## src/rtl/mux41_rr_arbiter_pkg.sv

```systemverilog
// mux41_rr_arbiter_pkg
// Shared types and constants for the 4:1 round-robin arbitrated mux.
//   state_t          : arbiter FSM states (IDLE, GRANT)
//   idx_t            : 2-bit requester index
//   DEFAULT_MAX_HOLD : default grant-hold limit
//   onehot4()        : index -> one-hot 4-bit grant vector
package mux41_rr_arbiter_pkg;

  typedef enum logic {
    IDLE  = 1'b0,
    GRANT = 1'b1
  } state_t;

  typedef logic [1:0] idx_t;

  localparam int DEFAULT_MAX_HOLD = 4;

  function automatic logic [3:0] onehot4(input idx_t idx);
    onehot4 = 4'b0001 << idx;
  endfunction

endpackage

```

## src/rtl/mux41_rr_arbiter_pick.sv

```systemverilog
// rr_pick4
// Combinational circular priority search over four request bits.
// Ports:
//   req [3:0] : request vector, bit i belongs to requester i
//   ptr [1:0] : index the search starts from (highest priority)
//   any       : at least one request bit is set
//   idx [1:0] : first set request bit at or after ptr, wrapping 3 -> 0
module rr_pick4
  import mux41_rr_arbiter_pkg::*;
(
  input  logic [3:0] req,
  input  idx_t       ptr,
  output logic       any,
  output idx_t       idx
);

  idx_t cand;

  // Walk the offsets from farthest to nearest so the nearest set bit
  // (lowest offset from ptr) is the last one written and wins.
  always_comb begin
    idx  = ptr;
    cand = ptr;
    for (int i = 3; i >= 0; i--) begin
      cand = ptr + idx_t'(i);
      if (req[cand]) begin
        idx = cand;
      end
    end
  end

  assign any = |req;

endmodule

```

## src/rtl/mux41_rr_arbiter.sv

```systemverilog
// mux41_rr_arbiter
// Four-requester round-robin arbiter driving a registered 4:1 data mux.
// A requester keeps the grant while it holds req, but gives it up after
// MAX_HOLD cycles when someone else is waiting. Release and regrant happen
// on the same edge, so a busy arbiter never shows an idle gap.
// Parameters:
//   WIDTH    : data width per requester
//   MAX_HOLD : consecutive grant cycles allowed while others wait (1..15)
// Ports:
//   clk            : rising-edge clock
//   rst            : asynchronous active-high reset
//   req [3:0]      : request per requester
//   in0..in3       : requester data
//   gnt [3:0]      : registered one-hot grant, zero when idle
//   s0, s1         : registered mux select, {s1,s0} = granted index
//   out            : registered data selected by the current {s1,s0}
//   out_valid      : out carries data from a still-requesting grantee
module mux41_rr_arbiter
  import mux41_rr_arbiter_pkg::*;
#(
  parameter int WIDTH    = 1,
  parameter int MAX_HOLD = DEFAULT_MAX_HOLD
) (
  input  logic             clk,
  input  logic             rst,
  input  logic [3:0]       req,
  input  logic [WIDTH-1:0] in0,
  input  logic [WIDTH-1:0] in1,
  input  logic [WIDTH-1:0] in2,
  input  logic [WIDTH-1:0] in3,
  output logic [3:0]       gnt,
  output logic             s0,
  output logic             s1,
  output logic [WIDTH-1:0] out,
  output logic             out_valid
);

  localparam logic [3:0] HOLD_LAST = 4'(MAX_HOLD - 1);
  localparam logic [3:0] HOLD_MAX  = 4'(MAX_HOLD);

  state_t           state, state_nxt;
  logic [3:0]       gnt_nxt;
  idx_t             sel, sel_nxt;
  idx_t             ptr, ptr_nxt;
  logic [3:0]       hold_cnt, hold_nxt;

  idx_t             pick_ptr;
  logic             pick_any;
  idx_t             pick_idx;
  logic             held;
  logic             others;
  logic             at_limit;
  logic             release_now;
  logic [WIDTH-1:0] mux_data;

  // While granting, the search starts just past the current owner: that
  // is the pointer value a release would leave behind, so a same-edge
  // regrant already sees the updated priority.
  assign pick_ptr = (state == GRANT) ? idx_t'(sel + idx_t'(1)) : ptr;

  rr_pick4 u_pick (
    .req (req),
    .ptr (pick_ptr),
    .any (pick_any),
    .idx (pick_idx)
  );

  assign held        = req[sel];
  assign others      = |(req & ~onehot4(sel));
  assign at_limit    = (hold_cnt == HOLD_LAST);
  // A dropped request and an expired hold limit on the same cycle collapse
  // into one release; there is only one pointer advance either way.
  assign release_now = !held || (at_limit && others);

  // Next-state and next-grant logic.
  always_comb begin
    state_nxt = state;
    gnt_nxt   = gnt;
    sel_nxt   = sel;
    ptr_nxt   = ptr;
    hold_nxt  = hold_cnt;
    unique case (state)
      IDLE: begin
        gnt_nxt  = '0;
        hold_nxt = '0;
        if (pick_any) begin
          state_nxt = GRANT;
          sel_nxt   = pick_idx;
          gnt_nxt   = onehot4(pick_idx);
        end
      end
      GRANT: begin
        if (release_now) begin
          ptr_nxt  = idx_t'(sel + idx_t'(1));
          hold_nxt = '0;
          if (others) begin
            sel_nxt = pick_idx;
            gnt_nxt = onehot4(pick_idx);
          end else begin
            state_nxt = IDLE;
            gnt_nxt   = '0;
          end
        end else if (at_limit) begin
          // Nobody else is waiting: keep the grant and start a new window.
          hold_nxt = '0;
        end else if (hold_cnt != HOLD_MAX) begin
          hold_nxt = hold_cnt + 4'd1;
        end
      end
      default: begin
        state_nxt = IDLE;
        gnt_nxt   = '0;
        hold_nxt  = '0;
      end
    endcase
  end

  // FSM and arbitration state registers.
  always_ff @(posedge clk or posedge rst) begin
    if (rst) begin
      state    <= IDLE;
      gnt      <= '0;
      sel      <= '0;
      ptr      <= '0;
      hold_cnt <= '0;
    end else begin
      state    <= state_nxt;
      gnt      <= gnt_nxt;
      sel      <= sel_nxt;
      ptr      <= ptr_nxt;
      hold_cnt <= hold_nxt;
    end
  end

  always_comb begin
    mux_data = in0;
    unique case (sel)
      2'd0: mux_data = in0;
      2'd1: mux_data = in1;
      2'd2: mux_data = in2;
      2'd3: mux_data = in3;
      default: mux_data = in0;
    endcase
  end

  // Data path follows the select that is already registered, so data
  // appears one cycle after the grant that chose it.
  always_ff @(posedge clk or posedge rst) begin
    if (rst) begin
      out       <= '0;
      out_valid <= 1'b0;
    end else begin
      out       <= mux_data;
      out_valid <= (state == GRANT) && held;
    end
  end

  assign s0 = sel[0];
  assign s1 = sel[1];

endmodule

```

## config.mk

```make
export PLATFORM = sky130hd
export DESIGN_NAME = mux41_rr_arbiter
export DESIGN_NICKNAME = d
export VERILOG_FILES = /design/src/rtl/mux41_rr_arbiter_pkg.sv /design/src/rtl/mux41_rr_arbiter_pick.sv /design/src/rtl/mux41_rr_arbiter.sv
export SDC_FILE = /design/constraint.sdc
export NUM_CORES = 1
export LEC_CHECK = 0
export ABC_AREA = 1
export ABC_CLOCK_PERIOD_IN_PS = 4700
export CAP_MARGIN = 15
export CORE_MARGIN = 5
export CORE_UTILIZATION = 55
export CTS_CLUSTER_DIAMETER = 40
export DETAILED_ROUTE_END_ITERATION = 12
export PLACE_DENSITY = 0.82
export SYNTH_ARGS = -nofsm -noshare
export SYNTH_HDL_FRONTEND = slang
export SYNTH_HIERARCHICAL = 1
export SYNTH_SLANG_ARGS = --single-unit
```

## constraint.sdc

```tcl
create_clock -name clk -period 4.7 [get_ports clk]
set_clock_uncertainty 0.2 [all_clocks]
set_input_delay 0.47 -clock clk [delete_from_list [all_inputs] [get_ports clk]]
set_output_delay 0.47 -clock clk [all_outputs]
set_load 0.05 [all_outputs]
```

==> impl_metrics.json, run 1 <==
{
  "cts.repair.resized": 0,
  "setup_tns_ps": 0,
  "max_freq_ghz": 0.4090,
  "syn_area_um2": 1136,
  "layout-drive-gt1-share": 0.1070,
  "worstSetupPathType": "flop to flop",
  "finalHoldViolations": 0,
  "gp_congestion": 0.9062,
  "drc_errors": 0,
  "io_pins": 18,
  "num-nets-final": 204,
  "worstMarginPinSlew_ps": 560.0,
  "yosysUniqueCellTypes": 22,
  "outcome": "completed",
  "ys_top_cells_by_area": "dfrtp_1 (33%), nand2_1 (23%), nand3_1 (8.4%), ha_1 (6.6%), inv_1 (5.6%)",
  "design.core.area_um2": 1962,
  "cts_buffers": 3,
  "synth-adder-area-share": 0.06608,
  "setup_violations": 0,
  "worstReg2RegStart": "sel[0]",
  "antenna_found_initial": 0,
  "synth_nets": 182,
  "area_growth_pct": 19.71,
  "synth-seq-area-share": 0.3304,
  "synth_compound_area_frac": 0.05286,
  "fillers": 177,
  "holdBufCountCts": 0,
  "port_buffers": 17,
  "grt_pass1_vias": 1046,
  "die_x_um": 55.45,
  "netlist.area_leader.share": 0.3304,
  "n_antenna_cell": 0,
  "yosys.area_share.xor_xnor": 0.01542,
  "dr.pass1.iters": 5,
  "dieArea_um2": 3075,
  "clkLatencyLatePin_ps": 280,
  "rr_endpoint": "gnt[1]",
  "maxCapViolations": 0,
  "synth-seq-cells": 15,
  "end_kind": "flop",
  "cts.htree.levels": 1,
  "track_usage": 0.1726,
  "synth-simple-area-share": 0.4416,
  "regArea_um2": 375.4,
  "initial_core_util": 0.5791,
  "vias_per_cell": 5.192,
  "syn_inst": 166,
  "worstPathRequired_ps": 4720,
  "antenna_left": 0,
  "wl_per_cell_um": 11.40,
  "holdWs_ps": 307.1,
  "place_hpwl_um": 1994,
  "min_period_over_period": 0.5203,
  "worst_setup_path_start_kind": "flop",
  "clk_pin_slew_ps": 80,
  "die_h_um": 55.45,
  "cts_setup_buffers": 0,
  "worst_ep_arrival_time_ps": 2470,
  "clockRootBuffer": "clkbuf_4",
  "synth_warnings": 6,
  "vias": 1111,
  "hold_path.startpoint": "ptr[0]",
  "min_to": "ptr[0]",
  "hold_path.class": "flop to flop",
  "rsz0062_at_grt": "no",
  "cts_tree": "done",
  "fin_crit_ps": 2445,
  "syn_area_per_cell_um2": 6.844,
  "synth_top_family_by_area": "simple AND/OR/NAND/NOR gates",
  "grt_max_degree": 16,
  "r2r_setup_slack_ps": 2250,
  "r2r_cells": 16,
  "grt_overflow": 0,
  "grt_pass1_wl_um": 4388,
  "hold_path_depth": 2,
  "slew_viol_final": 0,
  "slew_headroom": 0.6262,
  "rows": 16,
  "drt_iter0_drc": 30,
  "clkSinkCount": 15,
  "ctsLongestPathBuffers": 2,
  "routed_wl_um": 2440,
  "synthMuxAreaShare": 0,
  "synth_area_leader_cell": "dfrtp_1",
  "cp_max_fo": 8,
  "multi_input_area_um2": 654.4
}
==> synthesized netlist by cell type (all sizes together) <==
library cell and count:
nand4 3, or2 1, a31oi 1, nor2 8, nand3b 2, xor2 2
nand2 74, ha 6, o21bai 1, a21oi 4, inv 24, nand3 21
buf 1, o21ai 3, dfrtp 15
==> cell families after synthesis <==
| logic type | Yosys count |
|---|---|
| flip-flops | 15 |
| AND/OR/NAND/NOR | 109 |
| buffers and inverters | 25 |
| adder cells (fa/ha/maj) | 6 |
| AO/OA/AOI/OAI | 9 |
| XOR/XNOR | 2 |
==> stage by stage <==
stage / cell area, um^2 / setup WS [ps] / utilization / instances
finish: 1360 / 2255 / 0.6932 / 214
global route: 1360 / 1965 / 0.6932 / 214
CTS: 1355 / 1816 / 0.6907 / 213
detailed placement: 1329 / 1852 / 0.6773 / 209
global placement: 1329 / 1967 / 0.6773 / 209
floorplan: 1136 / 2224 / - / 166
==> cells in the final DEF, fill, tap and decap left out <==
cell type	count
dfrtp_1	15
nand3_1	19
o21ai_1	2
clkbuf_4	3
nand3_2	2
clkbuf_1	1
buf_2	1
inv_1	17
nand2_1	69
a31oi_1	1
nand4_1	3
nand2_4	2
nand2_2	3
o21bai_4	1
xor2_1	2
nor2_8	1
or2_1	1
nor2_1	7
inv_6	1
ha_1	6
inv_2	6
a21oi_1	4
o21ai_0	1
nand3b_1	2
clkdlybuf4s50_1	17
==> worst max-delay path by stage <==
stage	from	to	slack, ps
finish	sel[0]	gnt[1]	2250
detailed placement	state	gnt[3]	1850
global placement	state	gnt[3]	1970
global route	sel[1]	gnt[3]	1960
floorplan	sel[1]	gnt[1]	2220
CTS	state	gnt[3]	1820
==> registers in the layout, indices dropped and copies added, names as in the netlist <==
register,count
state,1
out,1
sel,2
out_valid,1
gnt,4
hold_cnt,4
ptr,2
==> metal layers <==
metal	vias to the layer above	GRT usage	wire, um
met2	24	0.3024	1277
met5	-	0	0
met3	4	0.04196	77
met1	520	0.2009	1064
met4	0	0.06597	20
li1	563	-	-
==> worst max-delay path: stages (launching register included) <==
cell and delay, ps:
dfrtp_1 490, inv_2 100, ha_1 330, nand2_1 80, nand2_1 150, inv_2 120
nand2_1 50, nand2_1 80, nand2_1 70, a21oi_1 160, nand2_1 70, nand3_1 60
nand2_1 90, inv_1 80, nand2_1 40, nand3b_1 150, nand2_1 60
==> layout make-up <==
class / instances / share of cell area
inverters: 24 / 0.06992
well taps: 27 / 0.02484
flip-flops and latches: 15 / 0.2760
clock buffers: 4 / 0.01932
multi-input cells: 126 / 0.4811
repair buffers: 18 / 0.1288
Power of run 1 is left out: the tool's default activity adds up to more than one toggle a clock period on the data nets, which glitch-free logic cannot reach.
==> run 2, diff against run 1 <==
--- a/config.mk
+++ b/config.mk
@@ -6,13 +6,13 @@
 export NUM_CORES = 1
 export LEC_CHECK = 0
 export ABC_AREA = 1
-export ABC_CLOCK_PERIOD_IN_PS = 4700
+export ABC_CLOCK_PERIOD_IN_PS = 2250
 export CAP_MARGIN = 15
 export CORE_MARGIN = 5
-export CORE_UTILIZATION = 55
+export CORE_UTILIZATION = 53
 export CTS_CLUSTER_DIAMETER = 40
 export DETAILED_ROUTE_END_ITERATION = 12
-export PLACE_DENSITY = 0.82
+export PLACE_DENSITY = 0.79
 export SYNTH_ARGS = -nofsm -noshare
 export SYNTH_HDL_FRONTEND = slang
 export SYNTH_HIERARCHICAL = 1
==> constraint.sdc (replaced) <==
create_clock -name clk -period 2.25 [get_ports clk]
set_clock_uncertainty 0.2 [all_clocks]
set_input_delay 0.225 -clock clk [delete_from_list [all_inputs] [get_ports clk]]
set_output_delay 0.225 -clock clk [all_outputs]
set_load 0.05 [all_outputs]
==> impl_metrics.json, run 2 (synthesis gave the netlist of run 1 again) <==
{
  "slowest_delay_ps": 410,
  "setup_tns_ps": 0,
  "utilization": 0.7550,
  "cp_max_fo": 6,
  "slew_headroom": 0.6193,
  "slew_viol_final": 0,
  "drt_iter0_drc": 42,
  "dieArea_um2": 3170,
  "track_usage": 0.1796,
  "holdBufCountCts": 0,
  "final_cells": 222,
  "grt_overflow": 0,
  "port_buffers": 17,
  "clkLatencyLatePin_ps": 280,
  "outcome": "completed",
  "worstPathRequired_ps": 2270,
  "vias_per_cell": 5.378,
  "layout_commonest_cell": "nand2_1",
  "place_hpwl_um": 2111,
  "area_growth_pct": 33.04,
  "initial_core_util": 0.5675,
  "antenna_found_initial": 0,
  "layout-drive-gt1-share": 0.2359,
  "grt_pass1_vias": 1123,
  "die_h_um": 56.30,
  "cts_tree": "done",
  "setup_violations": 0,
  "end_kind": "flop",
  "routed_wl_um": 3149,
  "clockRootBuffer": "clkbuf_4",
  "maxCapViolations": 0,
  "vias": 1194,
  "cts_buffers": 3,
  "cts.htree.levels": 1,
  "top_regs": "gnt x4, hold_cnt x4",
  "clk_pin_slew_ps": 100,
  "gp_congestion": 0.8301,
  "io_pins": 18,
  "antenna_left": 0,
  "fillers": 150,
  "path_cells": "inv_2 > nand2_1 > o21ai_4 > buf_6 > inv_6 > nand2_1 > nand2_2 > nand2_1 > nand2_1 > inv_1 > nand2_1 > nand2_1 > nand2_1 > nand2_2 > nand2_1 > nand3b_1 > nand2_1",
  "finalHoldViolations": 0,
  "holdWs_ps": 101.1,
  "num-nets-final": 212,
  "path_common_cell": "nand2_1",
  "max_freq_ghz": 0.4704,
  "clkSinkCount": 15,
  "fin_crit_ps": 2126,
  "worst_ep_arrival_time_ps": 2150,
  "dr.pass1.iters": 4,
  "rows": 16,
  "hold_path.class": "input port to async pin",
  "dp_cells": 212,
  "worst_setup_path_start_kind": "flop",
  "final_cell_mix": "nand2_1 (61), nand3_1 (17), clkdlybuf4s50_1 (17), inv_1 (15), dfrtp_1 (13)",
  "ctsLongestPathBuffers": 2,
  "grt_max_degree": 16,
  "worstSetupPathType": "flop to flop",
  "drc_errors": 0,
  "min_period_over_period": 0.9448,
  "grt_pass1_wl_um": 4629,
  "design.core.area_um2": 2002,
  "n_antenna_cell": 0,
  "crit_slowest_cell": "dfrtp_1",
  "worstMarginPinSlew_ps": 570.4,
  "wl_per_cell_um": 14.18,
  "die_x_um": 56.30,
  "r2r_cells": 17
}
-- run 2: what timing repair did --
item,in CTS,in global routing
buffers inserted,1,4
cloned,0,1
pin swaps,0,7
resized for setup,2,23
setup endpoints to repair,4,6
-- run 2: critical path: cells and delay by family (launching register included) --
family	cells	cell delay, ps
buffers and inverters	4	420
DFF	1	410
AOI/OAI and AO/OA	1	90
and+or+nand+nor	12	960
-- run 2: cell type report --
cell class,instances,area (um^2),area share
Tap cell,27,33.78,0.02235
Multi-Input combinational cell,126,725.7,0.4801
Clock buffer,4,26.28,0.01738
Timing Repair Buffer,26,245.2,0.1623
Sequential cell,15,377.9,0.2500
Inverter,24,102.6,0.06788
-- run 2: metrics by stage --
| stage | setup WS (ps) | area [um^2] |
|---|---|---|
| 2_1_floorplan | 8.766 | 1141 |
| 3_3_place_gp | 98.19 | 1356 |
| 3_5_place_dp | -77.04 | 1356 |
| 4_1_cts | 17.32 | 1396 |
| 5_1_grt | -66.61 | 1511 |
| 6_report | 124.3 | 1511 |
-- run 2: metal layers --
metal	wire length (um)	up-vias	track usage
met5	0	-	0
met4	125	0	0.06780
met3	144	14	0.02752
met2	1687	45	0.3306
met1	1191	554	0.2066
li1	-	581	-
-- run 2: worst paths after layout --
check | slack [ps] | to | from
setup / recovery | 120 | gnt[1] | state
hold / removal | 100 | hold_cnt[3] | rst
setup reg to reg | 120 | gnt[1] | state
hold reg to reg | 320 | ptr[1] | ptr[1]
max in group asynchronous | 1340 | sel[1] | rst
min in group clk | 320 | ptr[1] | ptr[1]
Power of run 2 is left out for the same reason.
